--- config.mk ---
export PLATFORM = sky130hd
export DESIGN_NAME = timer_rx
export DESIGN_NICKNAME = d
export VERILOG_FILES = /design/src/rtl/timer_rx.sv
export SDC_FILE = /design/constraint.sdc
export NUM_CORES = 1
export LEC_CHECK = 0
export CORE_MARGIN = 2
export CORE_UTILIZATION = 56
export CTS_BUF_LIST = sky130_fd_sc_hd__clkbuf_4 sky130_fd_sc_hd__clkbuf_8 sky130_fd_sc_hd__clkbuf_16
export CTS_CLUSTER_SIZE = 12
export DETAILED_ROUTE_END_ITERATION = 8
export PLACE_DENSITY = 0.84
export SLEW_MARGIN = 10
export SYNTH_ARGS = -nofsm -noshare
export SYNTH_HDL_FRONTEND = slang
export SYNTH_SLANG_ARGS = --single-unit
--- constraint.sdc ---
create_clock -name clk -period 3 [get_ports clk]
set_input_delay 0.3 -clock clk [delete_from_list [all_inputs] [get_ports clk]]
set_output_delay 0.3 -clock clk [all_outputs]
set_load 0.01 [all_outputs]
--- src/rtl/timer_rx.sv ---
// timer_rx -- receive-side framing timer for the serial miner link.
//
// Counts bit strobes into bytes of BITS_PER_BYTE bits, and bytes into packets
// of SHORT_LEN or LONG_LEN bytes. The length is chosen by short_pkt when a
// packet is started. It also flags framing errors: an abort, a restart in the
// middle of a packet, or (optionally) a strobe timeout.
//
// Optional feature: define RX_TIMEOUT_EN to enable a watchdog in RECV. The
// watchdog aborts the packet after TIMEOUT_CYC consecutive cycles with no
// bit strobe.
//
// Ports:
//   clk             in   system clock, rising edge
//   n_rst           in   asynchronous active-low reset
//   start_rx        in   begin a new packet (single-cycle pulse)
//   bit_strobe      in   one serial bit sampled this cycle
//   short_pkt       in   length select, sampled when start_rx is accepted
//   abort           in   terminate the current packet
//   byte_received   out  registered 1-cycle pulse per completed byte
//   packet_received out  registered 1-cycle pulse per completed packet
//   byte_index      out  bytes completed in the current/last packet
//   rx_active       out  high while receiving
//   framing_error   out  sticky error, cleared by the next accepted start_rx
module timer_rx #(
  parameter int unsigned BITS_PER_BYTE = 8,
  parameter int unsigned SHORT_LEN     = 5,
  parameter int unsigned LONG_LEN      = 34,
  parameter int unsigned TIMEOUT_CYC   = 1024
) (
  input  logic       clk,
  input  logic       n_rst,
  input  logic       start_rx,
  input  logic       bit_strobe,
  input  logic       short_pkt,
  input  logic       abort,
  output logic       byte_received,
  output logic       packet_received,
  output logic [5:0] byte_index,
  output logic       rx_active,
  output logic       framing_error
);

  typedef enum logic [1:0] {
    IDLE = 2'd0,
    RECV = 2'd1,
    DONE = 2'd2,
    ERR  = 2'd3
  } state_e;

  localparam logic [3:0] LAST_BIT    = 4'(BITS_PER_BYTE - 1);
  localparam logic [5:0] SHORT_LEN_W = 6'(SHORT_LEN);
  localparam logic [5:0] LONG_LEN_W  = 6'(LONG_LEN);

  // Elaboration-time parameter checks; byte_index is 6 bits and never wraps.
  if (LONG_LEN > 63 || LONG_LEN < 1) begin : g_long_len_chk
    $error("timer_rx: LONG_LEN must be in 1..63");
  end
  if (SHORT_LEN > 63 || SHORT_LEN < 1) begin : g_short_len_chk
    $error("timer_rx: SHORT_LEN must be in 1..63");
  end
  if (BITS_PER_BYTE < 2 || BITS_PER_BYTE > 15) begin : g_bpb_chk
    $error("timer_rx: BITS_PER_BYTE must be in 2..15");
  end
  if (TIMEOUT_CYC < 1) begin : g_timeout_chk
    $error("timer_rx: TIMEOUT_CYC must be at least 1");
  end

  state_e     state_q, state_d;
  logic [3:0] bit_cnt_q, bit_cnt_d;
  logic [5:0] target_len_q, target_len_d;
  logic [5:0] byte_index_q, byte_index_d;
  logic       byte_received_q, byte_received_d;
  logic       packet_received_q, packet_received_d;
  logic       framing_error_q, framing_error_d;
  logic [5:0] byte_index_inc;

`ifdef RX_TIMEOUT_EN
  localparam int unsigned      WD_W    = $clog2(TIMEOUT_CYC + 1);
  localparam logic [WD_W-1:0] WD_LAST = WD_W'(TIMEOUT_CYC - 1);
  logic [WD_W-1:0] wd_q, wd_d;
`endif

  assign byte_index_inc = byte_index_q + 6'd1;

  always_comb begin
    state_d           = state_q;
    bit_cnt_d         = bit_cnt_q;
    target_len_d      = target_len_q;
    byte_index_d      = byte_index_q;
    framing_error_d   = framing_error_q;
    byte_received_d   = 1'b0;
    packet_received_d = 1'b0;
`ifdef RX_TIMEOUT_EN
    wd_d              = wd_q;
`endif
    unique case (state_q)
      IDLE: begin
        if (start_rx) begin
          state_d         = RECV;
          target_len_d    = short_pkt ? SHORT_LEN_W : LONG_LEN_W;
          bit_cnt_d       = '0;
          byte_index_d    = '0;
          framing_error_d = 1'b0;
`ifdef RX_TIMEOUT_EN
          wd_d            = '0;
`endif
        end
      end
      RECV: begin
        if (abort) begin
          state_d         = ERR;
          framing_error_d = 1'b1;
        end else if (start_rx) begin
          // A restart only counts as an error once the packet has begun.
          if (bit_cnt_q != '0 || byte_index_q != '0) framing_error_d = 1'b1;
          target_len_d = short_pkt ? SHORT_LEN_W : LONG_LEN_W;
          bit_cnt_d    = '0;
          byte_index_d = '0;
`ifdef RX_TIMEOUT_EN
          wd_d         = '0;
`endif
        end else if (bit_strobe) begin
`ifdef RX_TIMEOUT_EN
          wd_d = '0;
`endif
          if (bit_cnt_q == LAST_BIT) begin
            bit_cnt_d       = '0;
            byte_index_d    = byte_index_inc;
            byte_received_d = 1'b1;
            if (byte_index_inc == target_len_q) begin
              packet_received_d = 1'b1;
              state_d           = DONE;
            end
          end else begin
            bit_cnt_d = bit_cnt_q + 4'd1;
          end
        end
`ifdef RX_TIMEOUT_EN
        else if (wd_q == WD_LAST) begin
          state_d         = ERR;
          framing_error_d = 1'b1;
        end else begin
          wd_d = wd_q + 1'b1;
        end
`endif
      end
      DONE: state_d = IDLE;
      ERR: begin
        state_d   = IDLE;
        bit_cnt_d = '0;
      end
      default: state_d = IDLE;
    endcase
  end

  always_ff @(posedge clk or negedge n_rst) begin
    if (!n_rst) begin
      state_q           <= IDLE;
      bit_cnt_q         <= '0;
      target_len_q      <= '0;
      byte_index_q      <= '0;
      byte_received_q   <= 1'b0;
      packet_received_q <= 1'b0;
      framing_error_q   <= 1'b0;
`ifdef RX_TIMEOUT_EN
      wd_q              <= '0;
`endif
    end else begin
      state_q           <= state_d;
      bit_cnt_q         <= bit_cnt_d;
      target_len_q      <= target_len_d;
      byte_index_q      <= byte_index_d;
      byte_received_q   <= byte_received_d;
      packet_received_q <= packet_received_d;
      framing_error_q   <= framing_error_d;
`ifdef RX_TIMEOUT_EN
      wd_q              <= wd_d;
`endif
    end
  end

  assign byte_received   = byte_received_q;
  assign packet_received = packet_received_q;
  assign byte_index      = byte_index_q;
  assign rx_active       = (state_q == RECV);
  assign framing_error   = framing_error_q;

endmodule
==> impl_metrics.tcl, run 1 <==
set metrics [dict create \
    fin_area_um2 1250 \
    total_power_uw 574 \
    ios 16 \
    vdd_drop_max_v 0.000271 \
    via_count 942 \
    cts_buffers 3 \
    cts_setup_buffers 0 \
    skew_ps 1.06 \
    min_path_type "in -> async" \
    finalSetupViolations 0 \
    yosysTopAreaCell "dfrtp_1" \
    cp.arrival_ps 2270 \
    antenna_found_initial 0 \
    grt_max_degree 18 \
    hold_violations 0 \
    syn_nets 121 \
    pwr_density_cell_nw_per_um2 461 \
    coreArea_um2 1760 \
    htreeDepth 1 \
    synth_top_area_share_pct 40.0 \
    tns_ps 0 \
    layout.nets 136 \
    drive_gt1_share_pct 8.80 \
    grt_pass1_vias 821 \
    rsz0062_at_grt "no" \
    grt_pass1_wl_um 3780 \
    netSwitchingFraction_pct 32.3 \
    async_flop_share_pct 100 \
    ys_top_cells_by_count "dfrtp_1 (17), nand2_1 (8), inv_1 (6), nor2_1 (6)" \
    synth_most_common_cell "dfrtp_1" \
    overflow 0 \
    drcViolationCount 0 \
    path_buf_inv 0 \
    required_ps 3190 \
    cts_resized 0 \
    drt_iter0_drc 33 \
    dieArea_um2 2260 \
    worstSetupEndpointType "register" \
    cp_top_family "compound AO/OA/AOI/OAI gates" \
    avgSynthCellArea_um2 9.58 \
    ant_nets 0 \
    start_util_pct 60.3 \
    synth_cell_type_count 50 \
    post_drt_wl_per_cell_um 15.6 \
    synth.area.top_cells "dfrtp_1 (40%), ha_1 (4.7%), nand2_1 (2.8%)" \
    dpl_worst_slack_ps 824 \
    clock.fmax_mhz 481 \
    critPathMaxFanout 8 \
    p_int_uw 389 \
    placementRows 15 \
    clkSinkCount 17 \
    fin_crit_ps 2080 \
    gp_congestion 0.807 \
    tritoncts "done" \
    synth_cells 111 \
    cp-start-kind "register" \
    status "finished clean" \
    critPathKind "reg -> reg" \
    drt_first_pass_iters 4 \
    cts-hold-fix-buffers 0 \
    viasPerCell 6.28 \
    clk_latency_ps 300 \
    slowest_stage "dfrtp_1" \
    maxCapViolations 0 \
    synth-edff-count 0 \
    dp_hpwl_um 1710 \
    areaGrowthSynthToFinish_pct 17.2 \
    n_antenna_cell 0 \
    maxSlewHeadroom_pct 48.9 \
    drv_slew 0 \
    setup_slack_ps 920 \
    period_share_pct 69.3 \
    synthFlopType "dfrtp_1" \
    ys_seq_area_share_pct 40.0 \
    die_y_um 47.6 \
    numPortBuffers 15 \
    fillers 152 \
    ctsRootBufferMaster "clkbuf_4" \
    die_x_um 47.6 \
    leakagePower_nw 0.505 \
    p_sw_uw 185 \
    synth_area_um2 1060 \
    clock_path_buffers 2 \
    grtUsageTotal_pct 24.0 \
    seqPwrFrac_pct 50.5 \
    dpl_cell_area_um2 1220 \
    cts.reportedPaths.clkPinSlew_ps 100 \
    pwr-share-clk_pct 23.6 \
    tightest_slew_ps 765 \
    comb_power_share_pct 25.9 \
    max_stage_delay_ps 470 \
    cp_cell_sequence "ha_1 > or2_1 > a2111oi_0 > o31ai_1 > o31a_1" \
    ys_ff_latch 17 \
    routed_wl_um 2340 \
    ys_warn_count 0 \
]
[through the flow]
step	hold WS, ps	instances	util (%)
after global routing	503	150	70.6
after detailed placement	535	146	68.9
after global placement	532	146	68.9
final	442	150	70.6
after CTS	468	150	70.6
after floorplan	4.41	111	-
[power groups by stage]
stage / logic [mW] / clock network (mW) / registers (mW)
6_report: 0.149 / 0.135 / 0.290
5_1_grt: 0.168 / 0.150 / 0.297
4_1_cts: 0.149 / 0.137 / 0.288
3_5_place_dp: 0.148 / 0 / 0.293
3_3_place_gp: 0.143 / 0 / 0.291
2_1_floorplan: 0.100 / 0 / 0.283
[layout by cell type (no fill, tap or decap), types with 4 or more instances in the layout]
cell	netlist	routed
clkdlybuf4s50_1	0	15
nand2_1	8	8
ha_1	4	4
clkbuf_4	0	4
inv_1	6	6
o31ai_1	4	4
nor2_1	6	6
nand3_1	4	4
dfrtp_1	17	17
[layer usage]
metal	part of all wire [%]	up-vias	global-route usage (%)
met4	1.6	0	10.8
met5	0	-	0
li1	-	437	-
met1	44	460	31.8
met3	5.6	5	3.77
met2	49	40	38.9
[cells by family after synthesis]
family	after synthesis	synth area share, %
AO/OA/AOI/OAI	28	19.5
buffers and inverters	12	5.65
multiplexers	2	2.12
AND/OR/NAND/NOR	45	25.5
adder cells (fa/ha/maj)	4	4.71
flip-flops	17	40.0
XOR/XNOR	3	2.47
[flip-flops by register name (all words and copies together) (netlist names)]
register	cells
byte_index	6
packet_received	1
bit_cnt_q	4
framing_error	1
byte_received	1
state_q	2
target_len_q	2
[worst paths after layout]
path	from	endpoint	slack [ps]	depth (start not counted)
min in group clk	framing_error	framing_error	550	2
max in group asynchronous	n_rst	bit_cnt_q[3]	2080	1
hold / removal	n_rst	byte_index[4]	440	1
setup / recovery	byte_index[0]	state_q[0]	920	5
setup reg to reg	byte_index[0]	state_q[0]	920	5
hold reg to reg	framing_error	framing_error	550	2
[area by class of cell]
cell class	count	area, um2	share of cell area, %
clock buffer	4	30.0	2.41
inverter	7	31.3	2.51
timing repair buffer	15	150	12.0
sequential	17	425	34.1
tap	25	31.3	2.51
multi-input combinational	82	578	46.4
Power figures use the tool's default switching activity.
==> run 2, diff against run 1 <==
--- a/config.mk
+++ b/config.mk
@@ -5,12 +5,13 @@
 export SDC_FILE = /design/constraint.sdc
 export NUM_CORES = 1
 export LEC_CHECK = 0
+export CORE_ASPECT_RATIO = 1.5
 export CORE_MARGIN = 2
-export CORE_UTILIZATION = 56
+export CORE_UTILIZATION = 52
 export CTS_BUF_LIST = sky130_fd_sc_hd__clkbuf_4 sky130_fd_sc_hd__clkbuf_8 sky130_fd_sc_hd__clkbuf_16
 export CTS_CLUSTER_SIZE = 12
 export DETAILED_ROUTE_END_ITERATION = 8
-export PLACE_DENSITY = 0.84
+export PLACE_DENSITY = 0.79
 export SLEW_MARGIN = 10
 export SYNTH_ARGS = -nofsm -noshare
 export SYNTH_HDL_FRONTEND = slang
==> constraint.sdc (replaced) <==
create_clock -name clk -period 2.09 [get_ports clk]
set_input_delay 0.209 -clock clk [delete_from_list [all_inputs] [get_ports clk]]
set_output_delay 0.209 -clock clk [all_outputs]
set_load 0.01 [all_outputs]
==> run 2 against run 1 <==
Against the previous run: critical path depth is the same; clock skew grew 1.2 ps; worst setup slack lost 780 ps; non-clock buffer count grew 7; sequential share of layout area shrank 1.3 points; via count grew 2.1%; total power grew 45%; cell count grew 2.7%; hold slack lost 220 ps; first-iteration DRC count shrank 24%; combinational power grew 60%; die area grew 7.4%; critical endpoint unchanged; largest cell class unchanged.
==> impl_metrics.tcl, run 2 (synthesis results as in run 1) <==
set metrics [dict create \
    ant_nets 0 \
    clock_path_buffers 2 \
    fillers 172 \
    cp_top_family "compound AO/OA/AOI/OAI gates" \
    drt_iter0_drc 25 \
    grt_max_degree 18 \
    routed_wl_um 2410 \
    drive_gt1_share_pct 13.6 \
    max_stage_delay_ps 450 \
    tns_ps 0 \
    r2r-start "byte_index[1]" \
    die_x_um 40.9 \
    via_count 962 \
    grt_pass1_vias 911 \
    cp-start-kind "register" \
    overflow 0 \
    layout.cells.non_filler 154 \
    clkSinkCount 17 \
    maxCapViolations 0 \
    maxSlewHeadroom_pct 68.3 \
    n_antenna_cell 0 \
    clock.fmax_mhz 513 \
    ctsRootBufferMaster "clkbuf_4" \
    finalSetupViolations 0 \
    layout_common_cells "dfrtp_1 (17), clkdlybuf4s50_1 (15), nand2_1 (8), buf_4 (7)" \
    fin_crit_ps 1950 \
    worstSetupEndpointType "register" \
    critPathKind "reg -> reg" \
    cp_cell_sequence "ha_1 > or2_1 > a2111oi_1 > o31ai_1 > o31a_1" \
    dp_hpwl_um 1840 \
    tritoncts "done" \
    antenna_found_initial 0 \
    numPortBuffers 15 \
    die_y_um 59.4 \
    htreeDepth 1 \
    cts_buffers 3 \
    cts-hold-fix-buffers 0 \
    cts_resized 0 \
    reg2reg_depth 5 \
    dieArea_um2 2430 \
    total_power_uw 832 \
    vdd_drop_max_v 0.000518 \
    status "finished clean" \
    post_drt_wl_per_cell_um 15.7 \
    grtUsageTotal_pct 24.0 \
    skew_ps 2.29 \
    leakagePower_nw 0.540 \
    post-route-util_pct 65.4 \
    largest_reg_flops 6 \
    coreArea_um2 1980 \
    cts.reportedPaths.clkPinSlew_ps 110 \
    final_common_cell "dfrtp_1" \
    tightest_slew_ps 472 \
    layout.nets 143 \
    r2r-end "state_q[0]" \
    slowest_stage "dfrtp_1" \
    viasPerCell 6.25 \
    pwr_density_cell_nw_per_um2 643 \
    dp.cells 150 \
    gp_congestion 0.886 \
    cp.arrival_ps 2140 \
    placementRows 20 \
    start_util_pct 53.8 \
    regToRegSetupSlack_ps 140 \
    drcViolationCount 0 \
    cts_setup_buffers 0 \
    clk_latency_ps 300 \
    rsz0062_at_grt "no" \
    required_ps 2280 \
    min_path_type "in -> async" \
    areaGrowthSynthToFinish_pct 21.6 \
    drv_slew 0 \
    drt_first_pass_iters 6 \
    hold_violations 0 \
    ios 16 \
    grt_pass1_wl_um 4030 \
    critPathMaxFanout 6 \
    period_share_pct 93.3 \
    path_buf_inv 0 \
]
[run 2: how the worst max path moves through the flow]
| stage | from | endpoint | slack (ps) | cells past startpoint |
|---|---|---|---|---|
| 2_1_floorplan | byte_index[0] | state_q[0] | 210 | 5 |
| 3_3_place_gp | start_rx | byte_index[5] | 140 | 6 |
| 3_5_place_dp | start_rx | byte_index[5] | 100 | 6 |
| 4_1_cts | byte_index[1] | state_q[0] | 80 | 5 |
| 5_1_grt | byte_index[1] | state_q[0] | 40 | 5 |
| 6_report | byte_index[1] | state_q[0] | 140 | 5 |
[run 2: final cells by class]
type                       instances  area [um2]  area share, %
timing repair buffer              22         203           15.7
inverter                           7        31.3           2.42
tap                               22        27.5           2.13
multi-input combinational         82         579           44.8
clock inverter                     1        5.00          0.387
sequential                        17         425           32.9
clock buffer                       3        22.5           1.74
[run 2: through the flow]
step | hold WS [ps] | setup slack (ps) | area (um2)
2_1_floorplan | -86.6 | 211 | 1060
3_3_place_gp | 531 | 145 | 1260
3_5_place_dp | 551 | 99.7 | 1260
4_1_cts | 237 | 82.4 | 1290
5_1_grt | 244 | 43.4 | 1290
6_report | 226 | 140 | 1290
[run 2: metal layers]
layer	wire length, um	track usage [%]
met5	0	0
met4	48	10.5
met3	94	2.63
met2	1360	41.1
met1	911	28.3
[run 2: power breakdown]
| group | internal, mW | leakage (nW) | total, mW | switching (mW) |
|---|---|---|---|---|
| logic | 0.119 | 0.297 | 0.239 | 0.120 |
| registers | 0.367 | 0.225 | 0.409 | 0.0418 |
| clock network | 0.0713 | 0.0177 | 0.184 | 0.112 |
| total | 0.557 | 0.540 | 0.832 | 0.274 |
==> run 3, diff against run 2 <==
--- a/config.mk
+++ b/config.mk
@@ -11,7 +11,9 @@
 export CTS_BUF_LIST = sky130_fd_sc_hd__clkbuf_4 sky130_fd_sc_hd__clkbuf_8 sky130_fd_sc_hd__clkbuf_16
 export CTS_CLUSTER_SIZE = 12
 export DETAILED_ROUTE_END_ITERATION = 8
+export HOLD_SLACK_MARGIN = 0.05
 export PLACE_DENSITY = 0.79
+export SETUP_SLACK_MARGIN = 0.05
 export SLEW_MARGIN = 10
 export SYNTH_ARGS = -nofsm -noshare
 export SYNTH_HDL_FRONTEND = slang
==> run 3 against run 2 <==
Against the previous run: worst setup slack gained 18 ps; cell count did not move; clock power is essentially flat; total power is 0.19% higher; die area stayed put; first-iteration DRC count stayed put; global-route usage unchanged; non-clock buffer count unchanged; wire length up 0.29%; clock-buffer cell count stayed put; sequential cell count stayed put; sequential power hardly changed; critical endpoint unchanged; largest cell class unchanged.
==> impl_metrics.tcl, run 3 (synthesis results as in run 1) <==
set metrics [dict create \
    status "finished clean" \
    leakagePower_nw 0.542 \
    grtUsageTotal_pct 24.0 \
    maxSlewHeadroom_pct 71.3 \
    overflow 0 \
    antenna_found_initial 0 \
    cts_buffers 3 \
    areaGrowthSynthToFinish_pct 22.6 \
    cp.arrival_ps 2120 \
    numPortBuffers 15 \
    via_count 943 \
    netSwitchingFraction_pct 33.1 \
    tritoncts "done" \
    pwr-share-clk_pct 21.9 \
    layout_common_cells "dfrtp_1 (17), clkdlybuf4s50_1 (15), nand2_1 (8), buf_4 (7)" \
    min_path_type "in -> async" \
    comb_power_share_pct 28.9 \
    drt_first_pass_iters 4 \
    n_antenna_cell 0 \
    pwr_density_cell_nw_per_um2 639 \
    layout.nets 143 \
    ant_nets 0 \
    clkSinkCount 17 \
    start_util_pct 53.8 \
    final_common_cell "dfrtp_1" \
    clock.fmax_mhz 517 \
    die_x_um 40.9 \
    ctsRootBufferMaster "clkbuf_4" \
    worstSetupEndpointType "register" \
    gp_congestion 0.886 \
    hold_violations 0 \
    tightest_slew_ps 424 \
    drt_iter0_drc 25 \
    tns_ps 0 \
    largest_reg_flops 6 \
    dieArea_um2 2430 \
    p_sw_uw 276 \
    skew_ps 1.32 \
    seqPwrFrac_pct 49.2 \
    rsz0062_at_grt "no" \
    drive_gt1_share_pct 15.2 \
    p_int_uw 558 \
    post_drt_wl_per_cell_um 15.7 \
    dp_hpwl_um 1840 \
    critPathKind "reg -> reg" \
    clk_latency_ps 290 \
    cts_setup_buffers 0 \
    coreArea_um2 1980 \
    placementRows 20 \
    maxCapViolations 0 \
    period_share_pct 92.5 \
    multi_input_area_um2 589 \
    required_ps 2280 \
    cts.reportedPaths.clkPinSlew_ps 100 \
    vdd_drop_max_v 0.000516 \
    fin_crit_ps 1930 \
    cp-start-kind "register" \
    finalSetupViolations 0 \
    htreeDepth 1 \
    clock_path_buffers 2 \
    ios 16 \
    critPathMaxFanout 6 \
    fillers 169 \
    cts_resized 0 \
    seqCellArea_um2 425 \
    grt_max_degree 18 \
    drv_slew 0 \
    die_y_um 59.4 \
    hold_ws_ps 227 \
    cts-hold-fix-buffers 0 \
    drcViolationCount 0 \
    routed_wl_um 2420 \
    viasPerCell 6.12 \
    grt_pass1_vias 911 \
    grt_pass1_wl_um 4030 \
]
-- run 3: worst max-delay path, cell delays in order, from the launching register on --
cell and delay, ps:
dfrtp_1 460, ha_1 230, buf_4 160, xnor2_1 130
nor4b_1 400, o31ai_2 140, o31a_1 300
-- run 3: path summary, 6_finish.rpt --
check	startpoint	end	slack, ps	cells past startpoint
max reg2reg	byte_index[1]	state_q[0]	160	6
min reg2reg	bit_cnt_q[1]	bit_cnt_q[1]	570	2
max	byte_index[1]	state_q[0]	160	6
min in group clk	short_pkt	target_len_q[1]	500	2
max in group asynchronous	n_rst	bit_cnt_q[3]	1680	2
min	n_rst	state_q[1]	230	2
-- run 3: metrics by stage --
stage | power (mW) | area (um2) | cells | worst slack, ps | util [%]
after global routing | 0.879 | 1300 | 154 | 103 | 65.9
after CTS | 0.837 | 1290 | 154 | 82.4 | 65.4
after detailed placement | 0.654 | 1260 | 150 | 99.7 | 64.0
final | 0.833 | 1300 | 154 | 157 | 65.9
after floorplan | 0.551 | 1060 | 111 | 211 | -
after global placement | 0.644 | 1260 | 150 | 145 | 64.0
-- run 3: per-layer routing --
layer  GRT usage [%]  up-vias  part of all wire, %
met1            28.3      461                   39
li1                -      453                    -
met4            10.5        0                  2.0
met5               0        -                    0
met2            41.1       23                   56
met3            2.63        6                  3.0
-- run 3: cell type report --
type	count	share of cell area (%)
tap	22	2.11
sequential	17	32.6
timing repair buffer	22	15.5
clock inverter	1	0.384
inverter	7	2.40
clock buffer	3	1.73
multi-input combinational	82	45.2
-- run 3: power groups by stage --
| stage | Combinational [mW] | Sequential, mW | Clock [mW] |
|---|---|---|---|
| final | 0.241 | 0.410 | 0.182 |
| after global routing | 0.269 | 0.415 | 0.196 |
| after CTS | 0.242 | 0.408 | 0.186 |
| after detailed placement | 0.239 | 0.415 | 0 |
| after global placement | 0.233 | 0.412 | 0 |
| after floorplan | 0.144 | 0.407 | 0 |
